$ cat config.mk
export PLATFORM = sky130hd
export DESIGN_NAME = tick_period_meter
export DESIGN_NICKNAME = d
export VERILOG_FILES = /design/src/rtl/tick_period_meter.sv
export SDC_FILE = /design/constraint.sdc
export NUM_CORES = 1
export LEC_CHECK = 0
export ABC_AREA = 1
export CAP_MARGIN = 25
export CORE_AREA = 5 5 121 89
export CTS_BUF_LIST = sky130_fd_sc_hd__clkbuf_4
export DETAILED_ROUTE_END_ITERATION = 12
export DIE_AREA = 0 0 126 94
export PLACE_DENSITY = 0.86
export SETUP_SLACK_MARGIN = 0.3
export SLEW_MARGIN = 20
export SYNTH_ARGS = -nofsm -noshare
export SYNTH_HDL_FRONTEND = slang
export SYNTH_SLANG_ARGS = --single-unit
$ cat constraint.sdc
create_clock -name clk -period 3.1 [get_ports clk]
set_clock_uncertainty 0.15 [all_clocks]
set_input_delay 0.93 -clock clk [delete_from_list [all_inputs] [get_ports clk]]
set_output_delay 0.93 -clock clk [all_outputs]
set_load 0.05 [all_outputs]
$ cat src/rtl/tick_period_meter.sv
// Measures the clk-cycle interval between rising edges of tick_in; flags timeout and lock.
// Optional min/max period tracking is compiled in when TICK_PERIOD_MINMAX_EN is defined.
module tick_period_meter #(
    parameter int WIDTH = 20,
    parameter int TOL   = 0
) (
    input  logic             clk,
    input  logic             rst,
    input  logic             tick_in,
`ifdef TICK_PERIOD_MINMAX_EN
    input  logic             minmax_clr,
    output logic [WIDTH-1:0] period_min,
    output logic [WIDTH-1:0] period_max,
`endif
    output logic [WIDTH-1:0] period,
    output logic             period_valid,
    output logic             locked,
    output logic             timeout
);

    typedef enum logic [1:0] {IDLE, MEASURE, LOST} state_t;

    localparam logic [WIDTH-1:0] CNT_MAX = '1;
    localparam logic [WIDTH-1:0] CNT_ONE = {{(WIDTH-1){1'b0}}, 1'b1};
    localparam logic [WIDTH:0]   TOL_W   = (WIDTH+1)'(TOL);

    state_t           r_state;
    logic             r_tick_d;
    logic [WIDTH-1:0] r_cnt;
    logic [WIDTH-1:0] r_prev;

    logic             w_edge;
    logic [WIDTH:0]   w_diff;
    logic             w_in_tol;

    assign w_edge = tick_in & ~r_tick_d;

    // Absolute difference at WIDTH+1 bits so it can never wrap.
    always_comb begin
        w_diff = '0;
        if (r_cnt >= r_prev)
            w_diff = {1'b0, r_cnt} - {1'b0, r_prev};
        else
            w_diff = {1'b0, r_prev} - {1'b0, r_cnt};
    end

    assign w_in_tol = (w_diff <= TOL_W);

    always_ff @(posedge clk or posedge rst) begin
        if (rst) begin
            r_state      <= IDLE;
            r_tick_d     <= 1'b0;
            r_cnt        <= '0;
            r_prev       <= '0;
            period       <= '0;
            period_valid <= 1'b0;
            locked       <= 1'b0;
            timeout      <= 1'b0;
        end else begin
            r_tick_d     <= tick_in;
            period_valid <= 1'b0;
            case (r_state)
                IDLE: begin
                    if (w_edge) begin
                        r_cnt   <= CNT_ONE;
                        r_state <= MEASURE;
                    end
                end
                MEASURE: begin
                    // An edge on the terminal count still reports; it beats the timeout.
                    if (w_edge) begin
                        period       <= r_cnt;
                        period_valid <= 1'b1;
                        r_cnt        <= CNT_ONE;
                        r_prev       <= r_cnt;
                        if (r_prev != '0)
                            locked <= w_in_tol;
                    end else if (r_cnt == CNT_MAX) begin
                        r_state <= LOST;
                        timeout <= 1'b1;
                        locked  <= 1'b0;
                        r_prev  <= '0;
                    end else begin
                        r_cnt <= r_cnt + CNT_ONE;
                    end
                end
                LOST: begin
                    if (w_edge) begin
                        timeout <= 1'b0;
                        r_cnt   <= CNT_ONE;
                        r_state <= MEASURE;
                    end
                end
                default: r_state <= IDLE;
            endcase
        end
    end

`ifdef TICK_PERIOD_MINMAX_EN
    // Clear wins over an update landing in the same cycle.
    always_ff @(posedge clk or posedge rst) begin
        if (rst) begin
            period_min <= '1;
            period_max <= '0;
        end else if (minmax_clr) begin
            period_min <= '1;
            period_max <= '0;
        end else if (r_state == MEASURE && w_edge) begin
            if (r_cnt < period_min)
                period_min <= r_cnt;
            if (r_cnt > period_max)
                period_max <= r_cnt;
        end
    end
`endif

endmodule

==> summary.md <==
| Metric | Value |
|---|---|
| Status | finished, final reports clean |
| Yosys reg bits | 66 |
| Die H | 94 um |
| DRT iter0 DRCs | around 690 |
| Clock Sink Count | 66 |
| Final setup fails | 0 |
| Mean Syn Cell Area | 6.37 um^2 |
| Kind of critical path | reg2reg |
| Vias/cell | between 5 and 6 |
| Max cap viols | 0 |
| Leakage | 3.40 nW |
| Final Wtd Congestion | 1.02 |
| Initial antenna violation count | 0 |
| Largest net degree at the start of global routing | 67 |
| P_int | roughly 2.3 mW |
| Crit start category | flop |
| Worst-Skew Late Latency | about 430 ps |
| Flop pwr share | 18.8% |
| Power Total | approximately 5.3 mW |
| Switching part of the total | about 56% |
| CTS root buf | clkbuf_4 |
| Antenna Nets Post-Route | 0 |
| CTS Buffer Depth | 2 |
| Critical path data arrival time | ~2900 ps |
| Worst Path Max Fanout | 7 |
| Min Tclk post-route | roughly 2700 ps |
| Core Region | around 9500 um^2 |
| Row cnt | 30 |
| Worst slew margin | about two thirds |
| Register-to-register path setup slack | about 400 ps |
| IO Pins | 26 |
| CP Capture Type | flop |
| Number of global-route vias before repair | around 5200 |
| CTS tree | done |
| Grt ovf | 0 |
| RSZ-0062 raised after global routing | yes |
| Largest family of logic cells by synthesized area | simple AND/OR/NAND/NOR gates |
| Clk pin slew, worst setup/hold paths | around 110 ps |
| Post-synth cell types | 39 |
| Comb power frac | between 70 and 80% |
| Tightest Pin Transition | ~520 ps |
| Layout cells sized above 1 | a little under an eighth |
| Hold_buf cts | 0 |
| Yosys warns | 0 |
| Slew Limit Fails | 0 |
| Synth Area in Compound Gates | 11.8% |
| EDFF count, synth | 0 |
| Htree depth | 3 |
| Pwr dens | 853 nW/um^2 |
| NumNets Final | 952 |
| First-pass GRT wire length | approximately 26000 um |
| Xor/xnor share of the synthesized area | less than 1% |
| Simple-Gate Fraction of Synth Area | a little over a third |
| Die X | around 130 um |
| Critical R2R Capture | locked |
| Post-DP HPWL | 12300 um |
| CP startpoint | r_cnt[13] |
| Psw | 2.97 mW |
| Clk pwr share | 8.7% |
| Sequential fraction of the synthesis area | 29.9% |
| Worst Setup EP | locked |
| Synth Net Count | 911 |
| Cells after Synth | 867 |
| Vias post-DR | between 5000 and 6000 |
| Async SR Flop Fraction | 100% |
| Initial core utilization | 58.4% |
| Mapped Area | between 5000 and 6000 um^2 |
| CP required | ~3300 ps |
| Router iterations before antenna repair | 6 |
| Most used DFF post-synth | dfrtp_1 |
| Hold WC Path Type | reg2reg |
| GRT Util Overall | 26.8% |
| Routed WL | about 16000 um |
| Fin. Hold Viols | 0 |
| Maximum VDD drop | about 510 uV |
| Die area | about 12000 um^2 |
| Final worst path period share | 87.1% |
| Layout area overhead | 12.7% |
| Post-synthesis mux area share | 0% |
| Worst flop-to-flop path startpoint | r_cnt[13] |
| F_max | between 0.3 and 0.4 GHz |
| # diodes | 0 |
| Post-DR wirelength/cell | 15.0 um |
| Total CTS buffers | 9 |
| Post-Synth Adder-Cell Area | under 10% |
| Input/output buffers | 25 |
| R2r worst-path depth | 14 |
| Setup TNS | 0 ps |
| DRC | 0 |
-- cells in the mapped netlist, types with 2 or more instances --
cell	count	area share [%]
buf_6	2	0.41
inv_1	145	9.9
nor3_1	10	0.91
xor2_1	5	0.79
ha_1	41	9.3
dfrtp_1	66	30
o21bai_1	2	0.27
nor2_1	53	3.6
buf_2	3	0.27
inv_2	7	0.48
o21ai_0	43	3.9
nand2_1	300	20
a22oi_1	2	0.27
nand3_2	4	0.73
nor3_2	3	0.54
o22ai_1	12	1.4
nand2_2	11	1.2
a21oi_2	2	0.32
a21oi_1	50	4.5
a21o_1	2	0.27
clkbuf_1	7	0.48
nand3_1	60	5.4
nand4_1	13	1.5
nor2_2	9	1.0
-- cell type report --
| cell class | instances | area [um^2] |
|---|---|---|
| clock buffer | 10 | 75.1 |
| clock inverter | 5 | 22.5 |
| fill | 835 | 3240 |
| inverter | 153 | 574 |
| multi-input combinational | 635 | 3340 |
| sequential | 66 | 1660 |
| tap | 128 | 160 |
| timing repair buffer | 43 | 398 |
-- how the worst min path moves through the flow --
| stage | from | endpoint | slack [ps] | depth (start not counted) |
|---|---|---|---|---|
| floorplan | r_tick_d | r_state[1] | 360 | 2 |
| global placement | period[6] | period[6] | 300 | 2 |
| detailed placement | period[0] | period[0] | 320 | 2 |
| CTS | period[0] | period[0] | 340 | 2 |
| global route | period[0] | period[0] | 370 | 2 |
| finish | period[0] | period[0] | 340 | 2 |
-- power by group through the flow --
stage	registers, mW	clock network, mW	logic (mW)
finish	0.998	0.461	3.85
global route	1.01	0.491	4.27
CTS	0.996	0.463	3.59
detailed placement	1.01	0	3.55
global placement	1.01	0	3.49
floorplan	1.09	0	2.57
-- per-layer routing --
layer / routed length, um / GRT usage (%)
met4: 259 / 5.18
met5: 0 / 0
met2: 6510 / 40.6
met1: 7140 / 38.8
met3: 1710 / 6.99
-- critical path, cell delays in order, from the launching register on --
cell,delay [ps]
dfrtp_2,440
inv_1,120
ha_2,420
nand2_1,180
nor2_2,170
inv_1,100
nor3_4,210
nand2_2,150
nand2_2,150
nand3_1,90
nand2_1,90
nand2_1,50
nor2_1,90
nand3_1,140
nand2_1,90
-- repair_timing --
action,in CTS,in global routing
setup buffers,0,6
cloned,0,0
gates resized for setup,1,37
setup endpoints to repair,1,2
pin swaps,0,2
-- cells by family (layout without fill, tap and decap cells) --
| group | after synthesis | count (layout) |
|---|---|---|
| buf+inv | 166 | 211 |
| simple gates | 470 | 470 |
| fa+ha+maj | 41 | 41 |
| compound gates | 119 | 119 |
| flops | 66 | 66 |
| xor+xnor | 5 | 5 |
-- stage by stage --
| stage | area, um^2 | std cells | setup slack [ps] | hold slack, ps | utilization (%) |
|---|---|---|---|---|---|
| finish | 6220 | 1040 | 399 | 337 | 65.8 |
| global route | 6220 | 1040 | 287 | 368 | 65.8 |
| CTS | 6070 | 1034 | 316 | 342 | 64.2 |
| detailed placement | 5960 | 1019 | 68.0 | 316 | 63.0 |
| global placement | 5960 | 1019 | 133 | 304 | 63.0 |
| floorplan | 5520 | 867 | 365 | 364 | - |
-- cell usage in the layout (no fill, tap or decap), types with 2 or more instances in the layout --
| cell | netlist | layout |
|---|---|---|
| nor2_2 | 9 | 11 |
| inv_2 | 7 | 10 |
| o21bai_1 | 2 | 2 |
| nand2_1 | 300 | 295 |
| xor2_1 | 5 | 5 |
| clkdlybuf4s50_1 | 0 | 25 |
| dfrtp_2 | 0 | 5 |
| ha_4 | 0 | 3 |
| nor2_4 | 1 | 2 |
| o21ai_0 | 43 | 42 |
| buf_4 | 1 | 17 |
| clkbuf_4 | 0 | 10 |
| nand2_2 | 11 | 16 |
| o21ai_1 | 1 | 2 |
| a21oi_2 | 2 | 2 |
| nor3_2 | 3 | 4 |
| dfrtp_1 | 66 | 61 |
| inv_1 | 145 | 142 |
| clkinv_2 | 0 | 3 |
| nand3_2 | 4 | 5 |
| a22oi_1 | 2 | 2 |
| nand3_1 | 60 | 59 |
| ha_2 | 0 | 11 |
| nor2_1 | 53 | 50 |
| a21oi_1 | 50 | 49 |
| clkinv_1 | 1 | 3 |
| nand4_1 | 13 | 13 |
| ha_1 | 41 | 27 |
| a21o_1 | 2 | 2 |
| o22ai_1 | 12 | 12 |
| nor3_1 | 10 | 9 |
-- state kept, by name (all words and copies together), names as in the netlist --
register and count:
locked 1, period 20, period_valid 1, r_cnt 20
r_prev 20, r_state 2, r_tick_d 1, timeout 1
No activity file was read; power rests on OpenSTA's default activity.
